$ cat config.mk
export PLATFORM = sky130hd
export DESIGN_NAME = axi_rd_arbiter
export DESIGN_NICKNAME = d
export VERILOG_FILES = /design/src/rtl/axi_rd_arbiter_pkg.sv /design/src/rtl/axi_rd_arbiter_rr_pick2.sv /design/src/rtl/axi_rd_arbiter.sv
export SDC_FILE = /design/constraint.sdc
export NUM_CORES = 1
export LEC_CHECK = 0
export BUFFER_PORTS_ARGS = -buffer_cell sky130_fd_sc_hd__buf_2
export CORE_AREA = 2 2 119 121
export CTS_CLUSTER_DIAMETER = 80
export DETAILED_ROUTE_END_ITERATION = 10
export DIE_AREA = 0 0 121 123
export PLACE_DENSITY_LB_ADDON = 0.05
export SYNTH_ARGS = -nofsm -noshare
export SYNTH_HDL_FRONTEND = slang
export SYNTH_HIERARCHICAL = 1
export SYNTH_SLANG_ARGS = --single-unit
$ cat constraint.sdc
create_clock -name clk -period 1.5 [get_ports clk]
set_input_delay 0.15 -clock clk [delete_from_list [all_inputs] [get_ports clk]]
set_output_delay 0.15 -clock clk [all_outputs]
set_load 0.02 [all_outputs]
$ cat src/rtl/axi_rd_arbiter_pkg.sv
// arb_defs: shared definitions for the AXI-lite read/write arbiters
// Provides the arbiter state encoding, master IDs and AXI response codes.
package arb_defs;
  typedef enum logic [1:0] {
    ARB_IDLE = 2'd0,
    ARB_AR   = 2'd1,
    ARB_R    = 2'd2
  } arb_state_t;
  localparam logic MST_IFU = 1'b0;
  localparam logic MST_LSU = 1'b1;
  localparam logic [1:0] OKAY   = 2'b00;
  localparam logic [1:0] SLVERR = 2'b10;
endpackage

$ cat src/rtl/axi_rd_arbiter_rr_pick2.sv
// rr_pick2: combinational 2-way round-robin selector
// Ports: i_req[1:0] request vector, i_last previous winner,
//        o_grant chosen master, o_any at least one request present.
module rr_pick2 (
  input  logic [1:0] i_req,
  input  logic       i_last,
  output logic       o_grant,
  output logic       o_any
);
  // On a tie the master that did not win last time is chosen.
  assign o_grant = &i_req ? ~i_last : i_req[1];
  assign o_any   = |i_req;
endmodule

$ cat src/rtl/axi_rd_arbiter.sv
// axi_rd_arbiter: two-master (IFU=0, LSU=1) to one-slave AXI-lite read arbiter
// Ports: clk, rst (sync, active-low); m0_*/m1_* master AR/R channels;
//        s_* slave AR/R channels. One outstanding read, round-robin grant.
module axi_rd_arbiter
  import arb_defs::*;
#(
  parameter int ADDR_WIDTH = 32,
  parameter int DATA_WIDTH = 64
) (
  input  logic                  clk,
  input  logic                  rst,
  input  logic [ADDR_WIDTH-1:0] m0_araddr,
  input  logic                  m0_arvalid,
  output logic                  m0_arready,
  output logic [DATA_WIDTH-1:0] m0_rdata,
  output logic [1:0]            m0_rresp,
  output logic                  m0_rvalid,
  input  logic                  m0_rready,
  input  logic [ADDR_WIDTH-1:0] m1_araddr,
  input  logic                  m1_arvalid,
  output logic                  m1_arready,
  output logic [DATA_WIDTH-1:0] m1_rdata,
  output logic [1:0]            m1_rresp,
  output logic                  m1_rvalid,
  input  logic                  m1_rready,
  output logic [ADDR_WIDTH-1:0] s_araddr,
  output logic                  s_arvalid,
  input  logic                  s_arready,
  input  logic [DATA_WIDTH-1:0] s_rdata,
  input  logic [1:0]            s_rresp,
  input  logic                  s_rvalid,
  output logic                  s_rready
);
  arb_state_t r_state, w_next;
  logic r_grant, r_last, w_pick, w_any, w_ar, w_r, w_lsu;
  rr_pick2 u_pick (
    .i_req   ({m1_arvalid, m0_arvalid}),
    .i_last  (r_last),
    .o_grant (w_pick),
    .o_any   (w_any)
  );
  assign w_ar  = r_state == ARB_AR;
  assign w_r   = r_state == ARB_R;
  assign w_lsu = r_grant == MST_LSU;
  // Address mux defaults to m0 outside the AR phase so the bus never floats to X.
  assign s_araddr   = w_ar && w_lsu ? m1_araddr : m0_araddr;
  assign s_arvalid  = w_ar && (w_lsu ? m1_arvalid : m0_arvalid);
  assign m0_arready = w_ar && !w_lsu && s_arready;
  assign m1_arready = w_ar && w_lsu && s_arready;
  assign s_rready   = w_r && (w_lsu ? m1_rready : m0_rready);
  assign m0_rvalid  = w_r && !w_lsu && s_rvalid;
  assign m1_rvalid  = w_r && w_lsu && s_rvalid;
  // Read data and response go to both masters; only rvalid selects the owner.
  assign m0_rdata = s_rdata;
  assign m1_rdata = s_rdata;
  assign m0_rresp = s_rresp;
  assign m1_rresp = s_rresp;
  always_comb begin
    w_next = ARB_IDLE;
    w_next = r_state == ARB_IDLE ? (w_any ? ARB_AR : ARB_IDLE) :
             w_ar ? (s_arvalid && s_arready ? ARB_R : ARB_AR) :
             w_r  ? (s_rvalid && s_rready ? ARB_IDLE : ARB_R) : ARB_IDLE;
  end
  always_ff @(posedge clk) begin
    if (!rst) begin
      r_state <= ARB_IDLE;
      r_grant <= MST_IFU;
      r_last  <= MST_IFU;
    end else begin
      r_state <= w_next;
      if (r_state == ARB_IDLE && w_any) r_grant <= w_pick;
      if (w_r && s_rvalid && s_rready) r_last <= r_grant;
    end
  end
endmodule

======== Word-level counts from Yosys, hierarchy flattened ========
Index checks and enable logic that the tools add are counted.
word-level totals
  bits in registers ....................... 4
  input port bits ......................... 138
  output and inout port bits .............. 170
operators by class
  equal/unequal tests ..................... 2
  mux-type cells .......................... 10
  bitwise gates (word level) .............. 1
  reduce and logical (&&, ||, !) cells .... 19
operators with widths
  operator                                                          count
  32-bit two-way mux                                                1
  1-bit logical AND                                                 15
  2-bit two-way mux                                                 5
  1-bit two-way mux                                                 4
  2-bit by 1-bit == test with 1-bit output (second input constant)  1
  2-bit == test (second input constant)                             1
  2-bit logical NOT                                                 1
  2-bit AND reduction                                               1
  2-bit OR reduction                                                1
  1-bit logical NOT                                                 1
  1-bit NOT                                                         1

======== Longest topological paths before layout ========
Gate-level depths: netlist (run 1).
  depth in word-level cells ............... 7
  depth in mapped cells ................... 4
  mapped depth without buffers ............ 4

======== Modules after synthesis ========
Netlist (run 1), hierarchy kept.
modules (own cells, without submodules)
  module          instances  cells an instance  area an instance (sq um)
  axi_rd_arbiter  1          199                1667.8
  rr_pick2        1          2                  13.8

======== Worst setup path before layout (run 1) ========
Ideal clock, no wire load.
  path kind ............................... reg2out
  from .................................... reg r_state[1]
  to ...................................... out s_araddr[10]
  arrival ................................. 1.234 ns
  required time ........................... 1.350 ns
  setup slack ............................. 0.116 ns
  stages on the path, launching flop included .. 5
  path buffers ............................ 1
  cell sequence ........................... dfxtp_1 -> and2b_2 -> nand2_4 -> clkbuf_8 -> mux2_2
between the ends
  word-level cells in the longest chain between the ends .. 3
ends and longest elaborated chain
  element                                   RTL line              RTL
  start, declared                           axi_rd_arbiter.sv:34  arb_state_t r_state, w_next;
  start signal, assigned                    axi_rd_arbiter.sv:70  r_state <= w_next;
  2-bit by 1-bit == test with 1-bit output  axi_rd_arbiter.sv:42  assign w_ar = r_state == ARB_AR;
  1-bit logical AND                         axi_rd_arbiter.sv:46  assign s_araddr = w_ar && w_lsu ? m1_araddr : m0_araddr;
  32-bit two-way mux                        axi_rd_arbiter.sv:46
  end, declared                             axi_rd_arbiter.sv:26  output logic [ADDR_WIDTH-1:0] s_araddr,
Every way passes these cells.

======== Final worst setup path (run 1) ========
  from .................................... reg r_state[1]
  to ...................................... out s_araddr[18]
Same word-level chain as after synthesis.

==> results of run 1 <==
-- worst min-delay path, stage by stage --
cell and delay (ps):
buf_2 130, o21ai_0 70, nor3_1 40
-- per-stage QoR --
stage / hold slack [ps] / setup WS [ps] / TNS (ps)
final: 225 / -183 / -5050
after global routing: 252 / -237 / -6620
after CTS: 232 / -199 / -5770
after detailed placement: 300 / 14.8 / 0
after global placement: 300 / 30.5 / 0
after floorplan: 278 / 116 / 0
-- kinds of logic after synthesis --
family	count (synthesis)	share of synthesized area, %
multiplexers	35	23.7
AND/OR/NAND/NOR	19	7.07
flip-flops	4	4.76
buffers and inverters	137	62.3
AO/OA/AOI/OAI	6	2.23
-- cell type report --
| cell class | instances | area share, % |
|---|---|---|
| clock buffers | 3 | 4.51 |
| repair buffers | 116 | 42.0 |
| well taps | 180 | 13.5 |
| multi-input cells | 60 | 34.8 |
| inverters | 1 | 0.226 |
| flip-flops and latches | 4 | 4.97 |
-- cells in the final DEF, fill, tap and decap left out --
master,instances
or2_1,1
dfxtp_2,2
nor2b_1,3
clkbuf_16,3
inv_1,1
o21ai_0,2
and2b_2,2
mux2i_1,2
o22ai_1,1
mux2i_2,1
nor3_1,1
and4b_1,1
o211ai_1,1
buf_6,6
a31oi_1,1
nand3_1,1
nor2_1,2
nor3b_1,2
buf_12,4
a21boi_1,1
dfxtp_1,2
nand2_1,3
buf_4,8
mux2_2,25
and3_1,2
nand2_4,1
mux2_4,7
buf_2,98
-- power by group through the flow --
| stage | clock network, mW | registers (mW) | logic (mW) |
|---|---|---|---|
| finish | 0.420 | 0.120 | 0.458 |
| detailed placement | 0 | 0.121 | 0.431 |
| floorplan | 0 | 0.119 | 0.748 |
| global route | 0.444 | 0.121 | 0.492 |
| global placement | 0 | 0.121 | 0.437 |
| CTS | 0.435 | 0.120 | 0.440 |
-- synthesized netlist by cell type (all sizes together) --
master,number
mux2,32
and4b,1
nand2,4
nor2b,3
buf,133
and3,2
nand3,1
a31oi,1
and2b,2
inv,1
nor2,2
clkbuf,3
mux2i,3
a21boi,1
nor3,1
or2,1
dfxtp,4
nor3b,2
o21ai,2
o22ai,1
o211ai,1
-- sequential cells by signal, summed over array words and instances (netlist names) --
name,cells
r_grant,1
r_last,1
r_state,2
-- repair_timing --
action	in CTS	in global routing
hold buffers	0	0
resized for setup	6	20
setup endpoints to repair	33	35
cloned	0	0
pin swaps	1	0
-- worst max path at each step --
stage	start	to	slack, ps	cells past startpoint
after floorplan	r_state[1]	s_araddr[10]	120	4
after global placement	r_state[1]	s_araddr[22]	30	5
after detailed placement	r_state[1]	s_araddr[14]	10	5
after CTS	r_state[1]	s_araddr[14]	-200	5
after global routing	r_state[1]	s_araddr[18]	-240	5
final	r_state[1]	s_araddr[18]	-180	5
-- layer usage --
layer,GRT usage [%],vias to the layer above
li1,-,485
met1,5.54,456
met2,9.06,119
met3,4.70,31
met4,3.71,0
met5,0,-
==> results.yml, run 1 <==
outcome:
  status: "finished, violations left"
  violations: "setup timing"
critical_path:
  worstPathCellList: "and2b_2 -> nand2_4 -> buf_12 -> mux2_2 -> buf_4"
  worst_setup_path_start_kind: "register"
  path_buf_inv: 2
  r2r-end: "r_state[0]"
  rr_worst_depth: 4
  setup.worst_path.end_class: "output pin"
  required_ps: 1350
  crit_family: "simple AND/OR/NAND/NOR gates"
  regToRegStartpoint: "r_grant"
  slowest_stage: "mux2_2"
  r2r_setup_slack_ps: 320
  slowest_delay_ps: 340
  critPathKind: "register to output pin"
  worstPathMaxFanout: 14
  cp.arrival_ps: 1530
clock_tree:
  ctsHtreeMaxLevel: 1
  cts_tree: "done"
  cts.sinks: 4
  clockRootBuffer: "clkbuf_16"
  clock_path_buffers: 2
  clk_pin_slew_ps: 30
  numCtsBuffers: 3
  postCtsSetupBuffers: 0
  clock_latency_ps: 220
detailed_routing:
  route.top_layer_used: "met4"
  drt_first_pass_iters: 3
  antenna_left: 0
  routed_wirelength_um: 5190
  route.met2.wl_um: 2400
  wl_met1_um: 1620
  vias: 1091
  dr_wl_met3_um: 911
  drt_iter0_drc: 32
  avgRoutedWirePerCell_um: 14.3
  drcViolationCount: 0
  routed_via_density: 3.00
layout:
  final_nets: 324
  final_util_pct: 12.2
  antenna_cells: 0
  final_area_um2: 1660
  seqCellArea_um2: 82.6
  fill_cells: 1562
  drive_gt1_share_pct: 85.3
  areaGrowthSynthToFinish_pct: -1.12
  stdcell_count: 364
  multiInputGateArea_um2: 578
place:
  placed_area_um2: 1510
  dp_cells: 361
  place_congestion: 0.588
  io_buffers: 109
  dp_hpwl_um: 4560
power:
  p_sw_mw: 0.298
  power_leakage_nw: 0.840
  seqPwrFrac_pct: 12.0
  ir_drop_mv: 0.196
  comb_power_share_pct: 45.8
  power.share.switching_pct: 29.8
  power.density_nw_per_um2: 600
  intPower_mw: 0.700
  p_clk_share_pct: 42.1
  p_total_mw: 0.998
synth:
  syn-num-nets: 339
  synth.cell_area_um2: 1680
  netlist_instances: 201
  synth_top_cell_by_area: "buf_4"
  yosysWarnings: 6
  syn_avg_cell_area_um2: 8.37
  yosys-top-cells-area: "buf_4 (59%), mux2_2 (20%), dfxtp_1 (4.8%)"
  synth_cell_type_count: 25
  ys_seq_elements: 4
  synth_top_area_share_pct: 58.9
  seq_area_frac_synth_pct: 4.76
timing:
  period_minus_slack_ps: 1680
  hold_violations: 0
  timing.slew.headroom_pct: 82.9
  rsz0062_at_grt: "yes"
  post-route-period-util_pct: 112
  worst_slack_ps: -183
  worst_pin_slew_ps: 252
  max_freq_ghz: 0.594
  slew_violations: 0
  setup_viol: 32
  clock_skew_ps: 0.913
global_route:
  overflow: 0
  grt_pass1_vias: 1076
  antenna_found_initial: 0
  grt_usage_pct: 5.94
  grt_max_degree: 15
  grt_pass1_wl_um: 6580
min_path:
  min_path_type: "input pin to register"
  min_from: "rst"
  holdPathEnd: "r_last"
  worstHoldPathCells: 3
die:
  die_w_um: 121
  dieArea_um2: 14900
  row_count: 43
  start_util_pct: 12.4
  core_area_um2: 13600
  io_pins: 308
  die_h_um: 123
run:
  maxCapViolCount: 0
Power figures use the tool's default switching activity.
==> run 2: changes to the inputs <==
- CELL_PAD_IN_SITES_DETAIL_PLACEMENT: unset -> 1
- CELL_PAD_IN_SITES_GLOBAL_PLACEMENT: unset -> 2
- CORE_AREA: 2 2 119 121 -> unset
- CORE_MARGIN: unset -> 2
- CORE_UTILIZATION: unset -> 10
- DIE_AREA: 0 0 121 123 -> unset
- SLEW_MARGIN: unset -> 20
==> results.yml, run 2 (synthesis results as in run 1) <==
outcome:
  status: "finished, violations left"
  violations: "setup timing"
critical_path:
  r2r_setup_slack_ps: 350
  crit_family: "multiplexers"
  cp.depth: 5
  endpoint: "s_araddr[23]"
  critPathKind: "register to output pin"
  critPathLaunch: "r_state[1]"
  worstPathCellList: "and2b_2 -> nand2_4 -> buf_12 -> mux2_2 -> buf_4"
  regToRegStartpoint: "r_grant"
  worstPathMaxFanout: 19
  worst_setup_path_start_kind: "register"
  path_buf_inv: 2
  r2r-end: "r_state[0]"
  cp.arrival_ps: 1550
  rr_worst_depth: 4
  slowest_stage: "mux2_2"
  slowest_delay_ps: 350
  required_ps: 1350
  setup.worst_path.end_class: "output pin"
clock_tree:
  cts_tree: "done"
  clock_latency_ps: 230
  ctsHtreeMaxLevel: 1
  clock_path_buffers: 2
  numCtsBuffers: 3
  clockRootBuffer: "clkbuf_16"
  clk_pin_slew_ps: 30
  cts.sinks: 4
detailed_routing:
  drt_iter0_drc: 11
  routed_via_density: 2.73
  vias: 1102
  drcViolationCount: 0
  antenna_left: 0
  drt_first_pass_iters: 3
  routed_wirelength_um: 5120
  avgRoutedWirePerCell_um: 12.7
global_route:
  grt_pass1_wl_um: 7370
  grt_pass1_vias: 1284
  overflow: 0
  antenna_found_initial: 0
  grt_max_degree: 20
  grt_usage_pct: 5.39
layout:
  final_cell_mix: "buf_2 (99), mux2_2 (26), buf_6 (8)"
  antenna_cells: 0
  top_regs: "r_state (2), r_grant (1), r_last (1)"
  layout_commonest_cell: "buf_2"
  drive_gt1_share_pct: 85.2
  areaGrowthSynthToFinish_pct: 0.521
  largest_reg_flops: 2
  stdcell_count: 403
  largest-register: "r_state"
  final_nets: 323
run:
  maxCapViolCount: 0
place:
  io_buffers: 109
  dp_cells: 400
  pre_cts_slack_ps: -10.7
  dp_hpwl_um: 4530
  place_congestion: 0.646
min_path:
  min_path_type: "input pin to register"
timing:
  setup_viol: 32
  worst_slack_ps: -202
  finalSetupTns_ps: -5590
  timing.slew.headroom_pct: 80.1
  clock_skew_ps: 3.60
  hold_violations: 0
  post-route-period-util_pct: 113
  slew_violations: 0
  worst_pin_slew_ps: 299
  rsz0062_at_grt: "yes"
  period_minus_slack_ps: 1700
  max_freq_ghz: 0.587
die:
  dieArea_um2: 17900
  io_pins: 308
  core_area_um2: 16500
  die_h_um: 134
  die_w_um: 134
  row_count: 47
  start_util_pct: 10.2
power:
  ir_drop_mv: 0.271
  power.density_nw_per_um2: 593
  p_total_mw: 1.00
  power_leakage_nw: 0.825
run 2: cell types whose count changed in the layout (fill, tap and decap cells not counted):
cell     previous run  this run
and2b_1             0         1
and2b_2             2         1
buf_12              4         2
buf_2              98        99
buf_4               8         6
buf_6               6         8
dfxtp_1             2         1
dfxtp_2             2         3
mux2_2             25        26
mux2_4              7         6
mux2i_2             1         0
mux2i_4             0         1
run 2: final cells by class:
cell class	count	area (µm²)
clock buffer	3	75.1
fill	1995	14800
inverter	1	3.75
multi-input combinational	60	582
sequential	4	83.8
tap	220	275
timing repair buffer	115	671
run 2: metal layers:
layer,GRT usage [%],vias to the layer above,part of all wire (%)
met4,2.90,0,4.0
li1,-,485,-
met5,0,-,0
met1,4.62,474,30
met2,10.1,112,54
met3,2.74,31,13
run 2: what timing repair did:
action | CTS | global route
setup buffers | 0 | 0
gates resized for setup | 18 | 9
hold buffers | 0 | 0
pin swaps | 0 | 0
endpoints found under the setup margin | 33 | 34
run 2: power by group:
group | switching, mW | leakage [nW] | internal, mW
sequential | 0.00669 | 0.0338 | 0.115
combinational | 0.222 | 0.754 | 0.238
clock | 0.0794 | 0.0370 | 0.341
run 2: metrics by stage:
step / hold WS, ps / util (%) / instance area (µm²)
final: 227 / 10.2 / 1690
after global routing: 238 / 10.2 / 1690
after CTS: 234 / 10.1 / 1660
after detailed placement: 300 / 9.25 / 1530
after global placement: 300 / 9.25 / 1530
after floorplan: 278 / - / 1680
run 2: worst min-delay path by stage:
stage / from / endpoint / slack (ps) / cells after the start
2_1_floorplan: rst / r_grant / 280 / 1
3_3_place_gp: s_rdata[37] / m0_rdata[37] / 300 / 0
3_5_place_dp: s_rdata[37] / m0_rdata[37] / 300 / 0
4_1_cts: rst / r_grant / 230 / 2
5_1_grt: rst / r_grant / 240 / 2
6_report: rst / r_grant / 230 / 2
==> run 3: changes to the inputs <==
- REMOVE_ABC_BUFFERS: unset -> 1
==> results.yml, run 3 (synthesis results as in run 1) <==
outcome:
  status: "finished, violations left"
  violations: "setup timing"
detailed_routing:
  drt_iter0_drc: 64
  drcViolationCount: 0
  drt_first_pass_iters: 4
  vias: 1425
  antenna_left: 0
  routed_wirelength_um: 16000
  avgRoutedWirePerCell_um: 39.0
  routed_via_density: 3.48
layout:
  largest_reg_flops: 2
  areaGrowthSynthToFinish_pct: 22.7
  layout_commonest_cell: "buf_2"
  final_util_pct: 12.5
  stdcell_count: 410
  final_cell_mix: "buf_2 (75), buf_6 (34), mux2_4 (29)"
  antenna_cells: 0
  top_regs: "r_state (2), r_grant (1), r_last (1)"
  final_area_um2: 2060
  final_nets: 330
  drive_gt1_share_pct: 87.4
  largest-register: "r_state"
critical_path:
  setup.worst_path.end_class: "output pin"
  critPathKind: "register to output pin"
  worst_setup_path_start_kind: "register"
  required_ps: 1350
  cp.arrival_ps: 1560
  worstPathMaxFanout: 7
die:
  die_w_um: 134
  dieArea_um2: 17900
  die_h_um: 134
  io_pins: 308
  start_util_pct: 10.2
  core_area_um2: 16500
  row_count: 47
timing:
  hold_violations: 0
  post-route-period-util_pct: 114
  max_freq_ghz: 0.586
  rsz0062_at_grt: "yes"
  worst_pin_slew_ps: 280
  period_minus_slack_ps: 1710
  slew_violations: 0
  worst_slack_ps: -206
  clock_skew_ps: 1.82
  hold_slack_ps: 231
  finalSetupTns_ps: -5740
  timing.slew.headroom_pct: 81.3
  setup_viol: 32
clock_tree:
  ctsHtreeMaxLevel: 1
  clk_pin_slew_ps: 30
  numCtsBuffers: 3
  clock_latency_ps: 230
  postCtsHoldBufs: 0
  cts.sinks: 4
  clock_path_buffers: 2
  cts_tree: "done"
  clockRootBuffer: "clkbuf_16"
min_path:
  min_path_type: "input pin to register"
global_route:
  overflow: 0
  grt_usage_pct: 16.4
  grt_pass1_wl_um: 18700
  grt_pass1_vias: 1484
  grt_max_degree: 19
  antenna_found_initial: 0
place:
  placed_area_um2: 1540
  place_congestion: 0.890
  pre_cts_slack_ps: -3.42
  io_buffers: 109
  dp_hpwl_um: 14000
  dp_cells: 401
run:
  maxCapViolCount: 0
power:
  power_leakage_nw: 1.05
  power.density_nw_per_um2: 558
  p_total_mw: 1.15
  ir_drop_mv: 0.350
==> run 3: layer usage <==
| layer | share of wire [%] | wire (µm) | vias up | global-route usage [%] |
|---|---|---|---|---|
| met3 | 31 | 4930 | 8 | 25.2 |
| met4 | 0.36 | 57 | 2 | 0.827 |
| li1 | - | - | 499 | - |
| met2 | 41 | 6590 | 310 | 23.9 |
| met5 | 0.64 | 103 | - | 5.28 |
| met1 | 27 | 4300 | 606 | 12.1 |
==> run 3: where the power goes <==
part / switching, mW / internal, mW
Sequential: 0.00564 / 0.114
Combinational: 0.261 / 0.344
Clock: 0.0843 / 0.342
==> run 3: final timing paths <==
check             start           to  slack (ps)  cells after the start
min reg2reg      r_last       r_last         580                      2
max          r_state[1]  s_araddr[2]        -210                      5
max reg2reg  r_state[1]   r_state[1]         170                      6
min                 rst       r_last         230                      3
==> run 3: area by class of cell <==
| type | instances | area (µm²) |
|---|---|---|
| fillers | 1946 | 14500 |
| repair buffers | 122 | 933 |
| multi-input cells | 60 | 693 |
| well taps | 220 | 275 |
| flip-flops and latches | 4 | 82.6 |
| clock buffers | 3 | 75.1 |
| inverters | 1 | 3.75 |
==> run 3: critical path, cell delays in order (launching register included) <==
cell and delay (ps):
dfxtp_2 320, and2b_2 260, nand2_8 130, clkbuf_16 180, mux2_4 310, buf_6 140
==> run 3: timing repair <==
item,CTS,global route
gates resized for setup,26,78
cloned,0,4
pin swaps,0,2
setup buffers,0,2
endpoints found under the setup margin,33,35
